===== src/rtl/uart_hakem_pkt.sv =====
// Shared types and helpers for the round-robin UART transmitter arbiter.
package uart_hakem_pkt;

  typedef enum logic [1:0] {
    SEC     = 2'd0,
    SUN     = 2'd1,
    KILITLI = 2'd2
  } durum_t;

  localparam int UART_VERI_GEN = 8;

  // Width of an owner index; a single requester still needs one bit.
  function automatic int ist_gen(input int n);
    return (n > 1) ? $clog2(n) : 1;
  endfunction

endpackage


===== src/rtl/uart_rr_secici.sv =====
// Combinational round-robin picker: searches from son_sahip_i+1 upward, wrapping modulo N.
module uart_rr_secici
  import uart_hakem_pkt::*;
#(
  parameter int N = 4,
  parameter int W = ist_gen(N)
) (
  input  logic [N-1:0] istek_i,
  input  logic [W-1:0] son_sahip_i,
  output logic         var_o,
  output logic [W-1:0] kazanan_o
);

  // Wrap uses an integer modulo so non-power-of-two N never lands on a phantom index.
  always_comb begin
    int idx;
    var_o     = 1'b0;
    kazanan_o = '0;
    idx       = 0;
    for (int k = 1; k <= N; k++) begin
      idx = (int'(son_sahip_i) + k) % N;
      if (!var_o && istek_i[W'(idx)]) begin
        var_o     = 1'b1;
        kazanan_o = W'(idx);
      end
    end
  end

endmodule


===== src/rtl/uart_verici_hakem.sv =====
// Round-robin arbiter sharing one UART transmitter between N_IST byte-stream requesters.
// Optional lock timeout enabled by defining UART_HAKEM_ZAMAN_ASIMI_EN.
module uart_verici_hakem
  import uart_hakem_pkt::*;
#(
  parameter int N_IST       = 4,
  parameter int KILIT_ZAMAN = 1000000
) (
  input  logic                             clk_g,
  input  logic                             rst_g,
  input  logic [N_IST-1:0]                 ist_gecerli,
  input  logic [UART_VERI_GEN*N_IST-1:0]   ist_veri,
  input  logic [N_IST-1:0]                 ist_son,
  output logic [N_IST-1:0]                 ist_hazir,
  output logic [UART_VERI_GEN-1:0]         ver_veri,
  output logic                             ver_gecerli,
  input  logic                             verici_hazir,
  output logic [ist_gen(N_IST)-1:0]        sahip,
  output logic                             mesgul
);

  localparam int SW = ist_gen(N_IST);

  durum_t                   durum_q, durum_d;
  logic [UART_VERI_GEN-1:0] tampon_q, tampon_d;
  logic                     son_r_q, son_r_d;
  logic [SW-1:0]            sahip_q, sahip_d;
  logic [SW-1:0]            son_sahip_q, son_sahip_d;
  logic                     bekle_q;
  logic                     sec_var;
  logic [SW-1:0]            sec_kazanan;
  logic [UART_VERI_GEN-1:0] veri_dizi [N_IST];

`ifdef UART_HAKEM_ZAMAN_ASIMI_EN
  localparam int SAYAC_GEN = (KILIT_ZAMAN > 1) ? $clog2(KILIT_ZAMAN) : 1;
  logic [SAYAC_GEN-1:0] sayac_q, sayac_d;
`endif

  always_comb begin
    for (int i = 0; i < N_IST; i++) begin
      veri_dizi[i] = ist_veri[UART_VERI_GEN*i +: UART_VERI_GEN];
    end
  end

  uart_rr_secici #(
    .N (N_IST),
    .W (SW)
  ) u_secici (
    .istek_i     (ist_gecerli),
    .son_sahip_i (son_sahip_q),
    .var_o       (sec_var),
    .kazanan_o   (sec_kazanan)
  );

  // bekle_q keeps arbitration closed for one cycle after reset is released.
  always_ff @(posedge clk_g) begin
    if (rst_g) begin
      durum_q     <= SEC;
      tampon_q    <= '0;
      son_r_q     <= 1'b0;
      sahip_q     <= '0;
      son_sahip_q <= SW'(N_IST - 1);
      bekle_q     <= 1'b1;
`ifdef UART_HAKEM_ZAMAN_ASIMI_EN
      sayac_q     <= '0;
`endif
    end else begin
      durum_q     <= durum_d;
      tampon_q    <= tampon_d;
      son_r_q     <= son_r_d;
      sahip_q     <= sahip_d;
      son_sahip_q <= son_sahip_d;
      bekle_q     <= 1'b0;
`ifdef UART_HAKEM_ZAMAN_ASIMI_EN
      sayac_q     <= sayac_d;
`endif
    end
  end

  always_comb begin
    durum_d     = durum_q;
    tampon_d    = tampon_q;
    son_r_d     = son_r_q;
    sahip_d     = sahip_q;
    son_sahip_d = son_sahip_q;
    ist_hazir   = '0;
    ver_gecerli = 1'b0;
`ifdef UART_HAKEM_ZAMAN_ASIMI_EN
    sayac_d     = sayac_q;
`endif
    unique case (durum_q)
      SEC: begin
        if (!bekle_q && sec_var) begin
          ist_hazir[sec_kazanan] = 1'b1;
          tampon_d = veri_dizi[sec_kazanan];
          son_r_d  = ist_son[sec_kazanan];
          sahip_d  = sec_kazanan;
          durum_d  = SUN;
        end
      end
      SUN: begin
        ver_gecerli = 1'b1;
        if (verici_hazir) begin
          if (son_r_q) begin
            son_sahip_d = sahip_q;
            durum_d     = SEC;
          end else begin
            durum_d = KILITLI;
`ifdef UART_HAKEM_ZAMAN_ASIMI_EN
            sayac_d = '0;
`endif
          end
        end
      end
      KILITLI: begin
        ist_hazir[sahip_q] = 1'b1;
        if (ist_gecerli[sahip_q]) begin
          tampon_d = veri_dizi[sahip_q];
          son_r_d  = ist_son[sahip_q];
          durum_d  = SUN;
`ifdef UART_HAKEM_ZAMAN_ASIMI_EN
        end else if (sayac_q == SAYAC_GEN'(KILIT_ZAMAN - 1)) begin
          son_sahip_d = sahip_q;
          durum_d     = SEC;
        end else begin
          sayac_d = sayac_q + 1'b1;
`endif
        end
      end
      default: durum_d = SEC;
    endcase
    if (rst_g) begin
      ist_hazir   = '0;
      ver_gecerli = 1'b0;
    end
  end

  assign ver_veri = tampon_q;
  assign sahip    = sahip_q;
  assign mesgul   = (durum_q != SEC) && !rst_g;

endmodule


===== config.mk =====
export PLATFORM = sky130hd
export DESIGN_NAME = uart_verici_hakem
export DESIGN_NICKNAME = d
export VERILOG_FILES = /design/src/rtl/uart_hakem_pkt.sv /design/src/rtl/uart_rr_secici.sv /design/src/rtl/uart_verici_hakem.sv
export SDC_FILE = /design/constraint.sdc
export NUM_CORES = 1
export LEC_CHECK = 0
export BUFFER_PORTS_ARGS = -buffer_cell sky130_fd_sc_hd__buf_2
export CORE_ASPECT_RATIO = 0.5
export CORE_MARGIN = 2
export CORE_UTILIZATION = 30
export DETAILED_ROUTE_END_ITERATION = 6
export PLACE_DENSITY = 0.54
export SLEW_MARGIN = 10
export SYNTH_ARGS = -nofsm -noshare
export SYNTH_HDL_FRONTEND = slang
export SYNTH_SLANG_ARGS = --single-unit

===== constraint.sdc =====
create_clock -name clk_g -period 2.25 [get_ports clk_g]
set_input_delay 0.5625 -clock clk_g [delete_from_list [all_inputs] [get_ports clk_g]]
set_output_delay 0.5625 -clock clk_g [all_outputs]
set_load 0.03 [all_outputs]

; Yosys cells after proc, flatten, opt, wreduce, memory -nomap -nowiden
; Index checks and enable logic that the tools add are counted.
[word_totals]
reg_bits = 16
in_bits = 43
out_inout_bits = 16
wordCells = 99
[op_classes]
add_sub_neg = 4
n_lt_le_gt_ge = 10
n_eq_ne = 5
muxes = 53
n_bitwise = 2
n_reduce_logical = 19
[ops]
columns = op, n
row1 = 8-bit 2-to-1 mux, 6
row2 = 8-bit binary-select mux with 2-bit select, 2
row3 = 1-bit 2-to-1 mux, 22
row4 = 2-bit by 4-bit < comparator with 1-bit output (second input constant), 4
row5 = 2-bit 2-to-1 mux, 8
row6 = 8-bit one-hot mux with 2 select lines, 1
row7 = 1-bit binary-select mux with 2-bit select, 7
row8 = 3-bit AND reduction, 3
row9 = 4-bit 2-to-1 mux, 2
row10 = 4-bit one-hot mux with 2 select lines, 1
row11 = 1-bit logical AND, 7
row12 = 3-bit greater-or-equal comparator (second input constant), 2
row13 = 2-bit by 3-bit < comparator with 1-bit output (second input constant), 2
row14 = 2-bit inequality test (second input constant), 3
row15 = 2-bit inverter with 3-bit output, 2
row16 = 2-bit one-hot mux with 3 select lines, 1
row17 = 1-bit zero test, 5
row18 = 2-bit by 1-bit adder with 2-bit output (second input constant), 2
row19 = 2-bit adder (second input constant), 2
row20 = 1-bit demux with 2-bit select, 2
row21 = 2-bit by 1-bit greater-or-equal comparator with 1-bit output (second input constant), 2
row22 = 2-bit nonzero test, 2
row23 = 2-bit by 1-bit equality test with 1-bit output (second input constant), 1
row24 = 2-bit equality test (second input constant), 1
row25 = 3 further kinds, 3

; Depth between registers and ports, before layout
[depth]
ltp_word = 21
mapped_depth = 7
depth_no_buf = 5

; Modules after synthesis
; Synthesis repeated with hierarchy kept, for this count alone.
[unflattened]
cells_unflattened = 152
hier_area_um2 = 1367.6
[by_module_without_submodules]
columns = module, instances, cells_each, area_each_um2, seq_area_each_um2
row1 = uart_verici_hakem, 1, 138, 1276.2, 320.3
row2 = uart_rr_secici, 1, 14, 91.3, 0.0

; Worst setup path before layout
; No wires, ideal clock.
[synth_path]
path_type = input-to-output
start = in ist_gecerli[1]
end = out ist_hazir[0]
arrival_time_ns = 2.066
t_required_ns = 1.688
path_slack_ns = -0.378
stages = 7
path_buffers = 2
path_cell_list = nor2b_1 o21ba_1 buf_2 buf_6 nor2_1 a32oi_1 nor3_1
[synth_between]
elab_chain_cells = 20
word_cells_on_any_way = 35
cone_classes = order compare: 2 / mux: 25 / reduce/logical: 8
[synth_rtl]
columns = item, line
row1 = "start, declared", uart_verici_hakem.sv:11  ; input logic [N_IST-1:0] ist_gecerli,
row2 = 1-bit binary-select mux with 2-bit select, uart_rr_secici.sv:22  ; if (!var_o && istek_i[W'(idx)]) begin
row3 = 1-bit 2-to-1 mux (implied by the code) (2 in a row), uart_rr_secici.sv:22
row4 = 1-bit 2-to-1 mux, uart_rr_secici.sv:22
row5 = 1-bit zero test, uart_rr_secici.sv:22
row6 = 1-bit logical AND, uart_rr_secici.sv:22
row7 = 1-bit 2-to-1 mux, uart_rr_secici.sv:22
row8 = 1-bit zero test, uart_rr_secici.sv:22
row9 = 1-bit logical AND, uart_rr_secici.sv:22
row10 = [... 3 more ...], -
row11 = 2-bit 2-to-1 mux, uart_rr_secici.sv:22
row12 = 2-bit by 3-bit < comparator with 1-bit output (implied by the code) / 2-bit by 1-bit greater-or-equal comparator with 1-bit output (equally long branches), uart_verici_hakem.sv:94  ; ist_hazir[sec_kazanan] = 1'b1;
row13 = 1-bit logical AND (implied by the code), uart_verici_hakem.sv:94
row14 = 1-bit 2-to-1 mux (implied by the code), uart_verici_hakem.sv:94
row15 = 1-bit demux with 2-bit select, uart_verici_hakem.sv:94
row16 = 4-bit 2-to-1 mux *, uart_verici_hakem.sv:93  ; if (!bekle_q && sec_var) begin
row17 = 4-bit one-hot mux with 2 select lines *, uart_verici_hakem.sv:91  ; unique case (durum_q)
row18 = 4-bit 2-to-1 mux *, uart_verici_hakem.sv:132  ; if (rst_g) begin
row19 = "end, declared", uart_verici_hakem.sv:14  ; output logic [N_IST-1:0] ist_hazir,
; Mark *: on every way between the ends. The rest lies on a longest branch, timed or not. The select of a mux whose other input is x is not followed.

; Worst setup path after layout
[layout_path]
start = in ist_gecerli[3]
end = out ist_hazir[3]
; Same word-level chain as after synthesis.

==> metrics.md <==
| Metric | Value |
|---|---|
| Status | finished, violations left |
| Failing checks | setup timing |
| Synthesis Warnings | 0 |
| Worst-Skew Late Latency | 0.25 ns |
| Via density | 5.32 |
| Ant diodes | 0 |
| DRT Pass-1 Iters | 4 |
| Wire per inst | 15.6 µm |
| Setup crit start | ist_gecerli[3] |
| Max VDD drop | 0.225 mV |
| Slowest Stage Delay on Critical Path | 0.25 ns |
| Fin. max-slew vios | 0 |
| Most used cell, CP | buf_6 |
| Clock buffer depth | 2 |
| Area Overhead vs Synth | 49.1% |
| Worst-path fanout max | 6 |
| H-tree depth | 1 |
| DIE HEIGHT | 54.1 µm |
| Initial Utilization | 0.308 |
| Syn Inst Count | 184 |
| CTS tree | done |
| Routed wire length | 5110 µm |
| Layout cells sized above 1 | 0.488 |
| Distinct cells, synth | 41 |
| Routed via count | 1744 |
| # DRC | 0 |
| Leak pwr | 0.983 nW |
| Fin crit share | 1.00 |
| Minimum clock period | 2.25 ns |
| Final hold slack | 0.473 ns |
| Clock buffer count from CTS | 3 |
| Pwr/cell area | 458 mW/mm² |
| Final #Nets | 303 |
| Crit path to | ist_hazir[3] |
| Post-synth EDFFs | 0 |
| CTS sink cnt | 16 |
| Sequential area share after synthesis | 0.213 |
| Worst min path class | flop to flop |
| Setup CP Type | primary input to primary output |
| Commonest cells post-synth | nor2_1 (21), nand3_1 (20), dfxtp_1 (16) |
| Setup ws final | -0.00482 ns |
| Post-DP HPWL | 3570 µm |
| Largest net degree at the start of global routing | 19 |
| Worst-margin pin slew | 0.435 ns |
| Critical path arrival | 1.69 ns |
| Crit path required time | 1.69 ns |
| Post-Synth Adder-Cell Area | 0 |
| Rows | 18 |
| Die X | 104 µm |
| Clk_skew | 0.00474 ns |
| Ranking of synthesized cells by area | dfxtp_1 (21%), mux4_2 (12%), nand3_1 (6.7%), nor2_1 (5.2%), o21ai_0 (5.0%) |
| Yosys top cell area share | 0.213 |
| Final Hold Viols | 0 |
| CP Cell Sequence | buf_12 -> nor2_4 -> a21o_1 -> nor3_4 -> buf_6 -> nand3_4 -> a211oi_4 -> buf_6 |
| Io pins | 59 |
| Core Box Area | 0.00489 mm² |
| FF-to-FF Start | durum_q[0]$_SDFFE_PP0P_ |
| Max frequency | 443 MHz |
| Buffers on Ports | 58 |
| Seq cells post-synth | 16 |
| Share of synthesized registers carrying an async set or reset | 0 |
| Number of global-route vias before repair | 1592 |
| Setup_tns | -0.00482 ns |
| Endpoints failing setup | 1 |
| Synth Area in XOR/XNOR | 0 |
| Startpoint types | primary input |
| Mux contribution to synthesized area | 0.175 |
| Count leader, synth | nor2_1 |
| R2r worst-path depth | 7 |
| Synth Cell Area | 0.00151 mm² |
| Main combinational cell family by area after synthesis | compound AO/OA/AOI/OAI gates |
| CTS Hold Buffers Added | 0 |
| Overall routing resource usage | 0.184 |
| Clk pin slew, worst setup/hold paths | 0.06 ns |
| Top FF cell, synth | dfxtp_1 |
| Reg2Reg Capture Point | son_r_q$_SDFFE_PP0P_ |
| Die Area | 0.00563 mm² |
| Slowest cell on the critical path | a211oi_4 |
| Net Count, Synth | 227 |
| Initial antenna violation count | 0 |
| RSZ-0062 raised after global routing | yes |
| Crit end category | primary output |
| Synth area leader | dfxtp_1 |
| Routed Antenna Nets | 0 |
| 1st-iter DRT viols | 100 |
| Post-synthesis compound-gate area fraction | 0.327 |
| First-pass GRT wire length | 8070 µm |
| Max_cap viols | 0 |
| Post-synthesis simple-gate area fraction | 0.182 |
| Root buf cell | clkbuf_8 |
| Worst slew margin | 0.709 |
| Worst R2R Setup Slack | 0.37 ns |
| Gpl congestion | 0.776 |
| Syn_area_per_cell | 8.18 µm² |
| Total gr overflow | 0 |
[worst min-delay path by stage]
stage / startpoint / endpoint / slack [ns] / cells after the start
6_report: ver_veri[6]$_SDFFE_PP0P_ / ver_veri[6]$_SDFFE_PP0P_ / 0.47 / 1
3_3_place_gp: ver_veri[6]$_SDFFE_PP0P_ / ver_veri[6]$_SDFFE_PP0P_ / 0.46 / 1
4_1_cts: ver_veri[6]$_SDFFE_PP0P_ / ver_veri[6]$_SDFFE_PP0P_ / 0.48 / 1
3_5_place_dp: ver_veri[6]$_SDFFE_PP0P_ / ver_veri[6]$_SDFFE_PP0P_ / 0.46 / 1
2_1_floorplan: son_r_q$_SDFFE_PP0P_ / son_r_q$_SDFFE_PP0P_ / 0.46 / 1
5_1_grt: ver_veri[6]$_SDFFE_PP0P_ / ver_veri[6]$_SDFFE_PP0P_ / 0.50 / 1
[routing by layer]
layer | vias to the layer above | global-route usage | routed length (µm)
li1 | 858 | - | -
met1 | 845 | 0.238 | 2410
met2 | 39 | 0.326 | 2440
met3 | 2 | 0.0424 | 240
met4 | 0 | 0.0315 | 21
met5 | - | 0 | 0
[through the flow]
| step | area [µm²] | power, mW | instances | setup slack, ns | util |
|---|---|---|---|---|---|
| 6_report | 2240 | 1.03 | 328 | -0.00482 | 0.459 |
| 5_1_grt | 2240 | 1.10 | 328 | -0.0738 | 0.459 |
| 4_1_cts | 2140 | 1.02 | 325 | -0.0139 | 0.438 |
| 3_5_place_dp | 2000 | 0.770 | 320 | -0.146 | 0.410 |
| 3_3_place_gp | 2000 | 0.767 | 320 | -0.149 | 0.410 |
| 2_1_floorplan | 1570 | 0.625 | 184 | -0.0413 | - |
[placed cells by master (no fill, tap or decap), types with 4 or more instances in the layout]
master / count
a21oi_1: 9
a32o_1: 6
buf_2: 50
buf_4: 27
buf_6: 4
dfxtp_1: 14
inv_1: 15
mux4_2: 8
nand3_1: 19
nor2_1: 18
o211ai_1: 9
o21ai_0: 15
[worst max-delay path: cells and delay by family]
family	cells	cell delay (ns)
AO/OA/AOI/OAI	2	0.45
AND/OR/NAND/NOR	3	0.28
buffers and inverters	3	0.39
[repair_timing]
| item | 4_1_cts | 5_1_grt |
|---|---|---|
| gates resized for setup | 23 | 17 |
| pin swaps | 6 | 6 |
| buffers inserted | 2 | 3 |
| endpoints found under the setup margin | 4 | 4 |
[kinds of logic after synthesis]
group,after synthesis
AO/OA/AOI/OAI,68
buffers and inverters,29
flip-flops,16
multiplexers,13
AND/OR/NAND/NOR,58
[area by class of cell]
type,instances,area [µm²]
clock buffer,3,41.3
sequential,16,325
inverter,15,56.3
tap,70,87.6
multi-input combinational,139,1170
fill,491,2640
timing repair buffer,85,568
[state kept, by name, summed over array words and instances, names as in the netlist]
| name | cells |
|---|---|
| son_r_q | 1 |
| ver_veri | 8 |
| bekle_q | 1 |
| son_sahip_q | 2 |
| sahip | 2 |
| durum_q | 2 |
[power by group]
part	internal, mW	switching [mW]	leakage [nW]
logic	0.217	0.257	0.830
clock network	0.119	0.101	0.0216
registers	0.309	0.0257	0.131
total	0.645	0.384	0.983
Power figures use the tool's default switching activity.
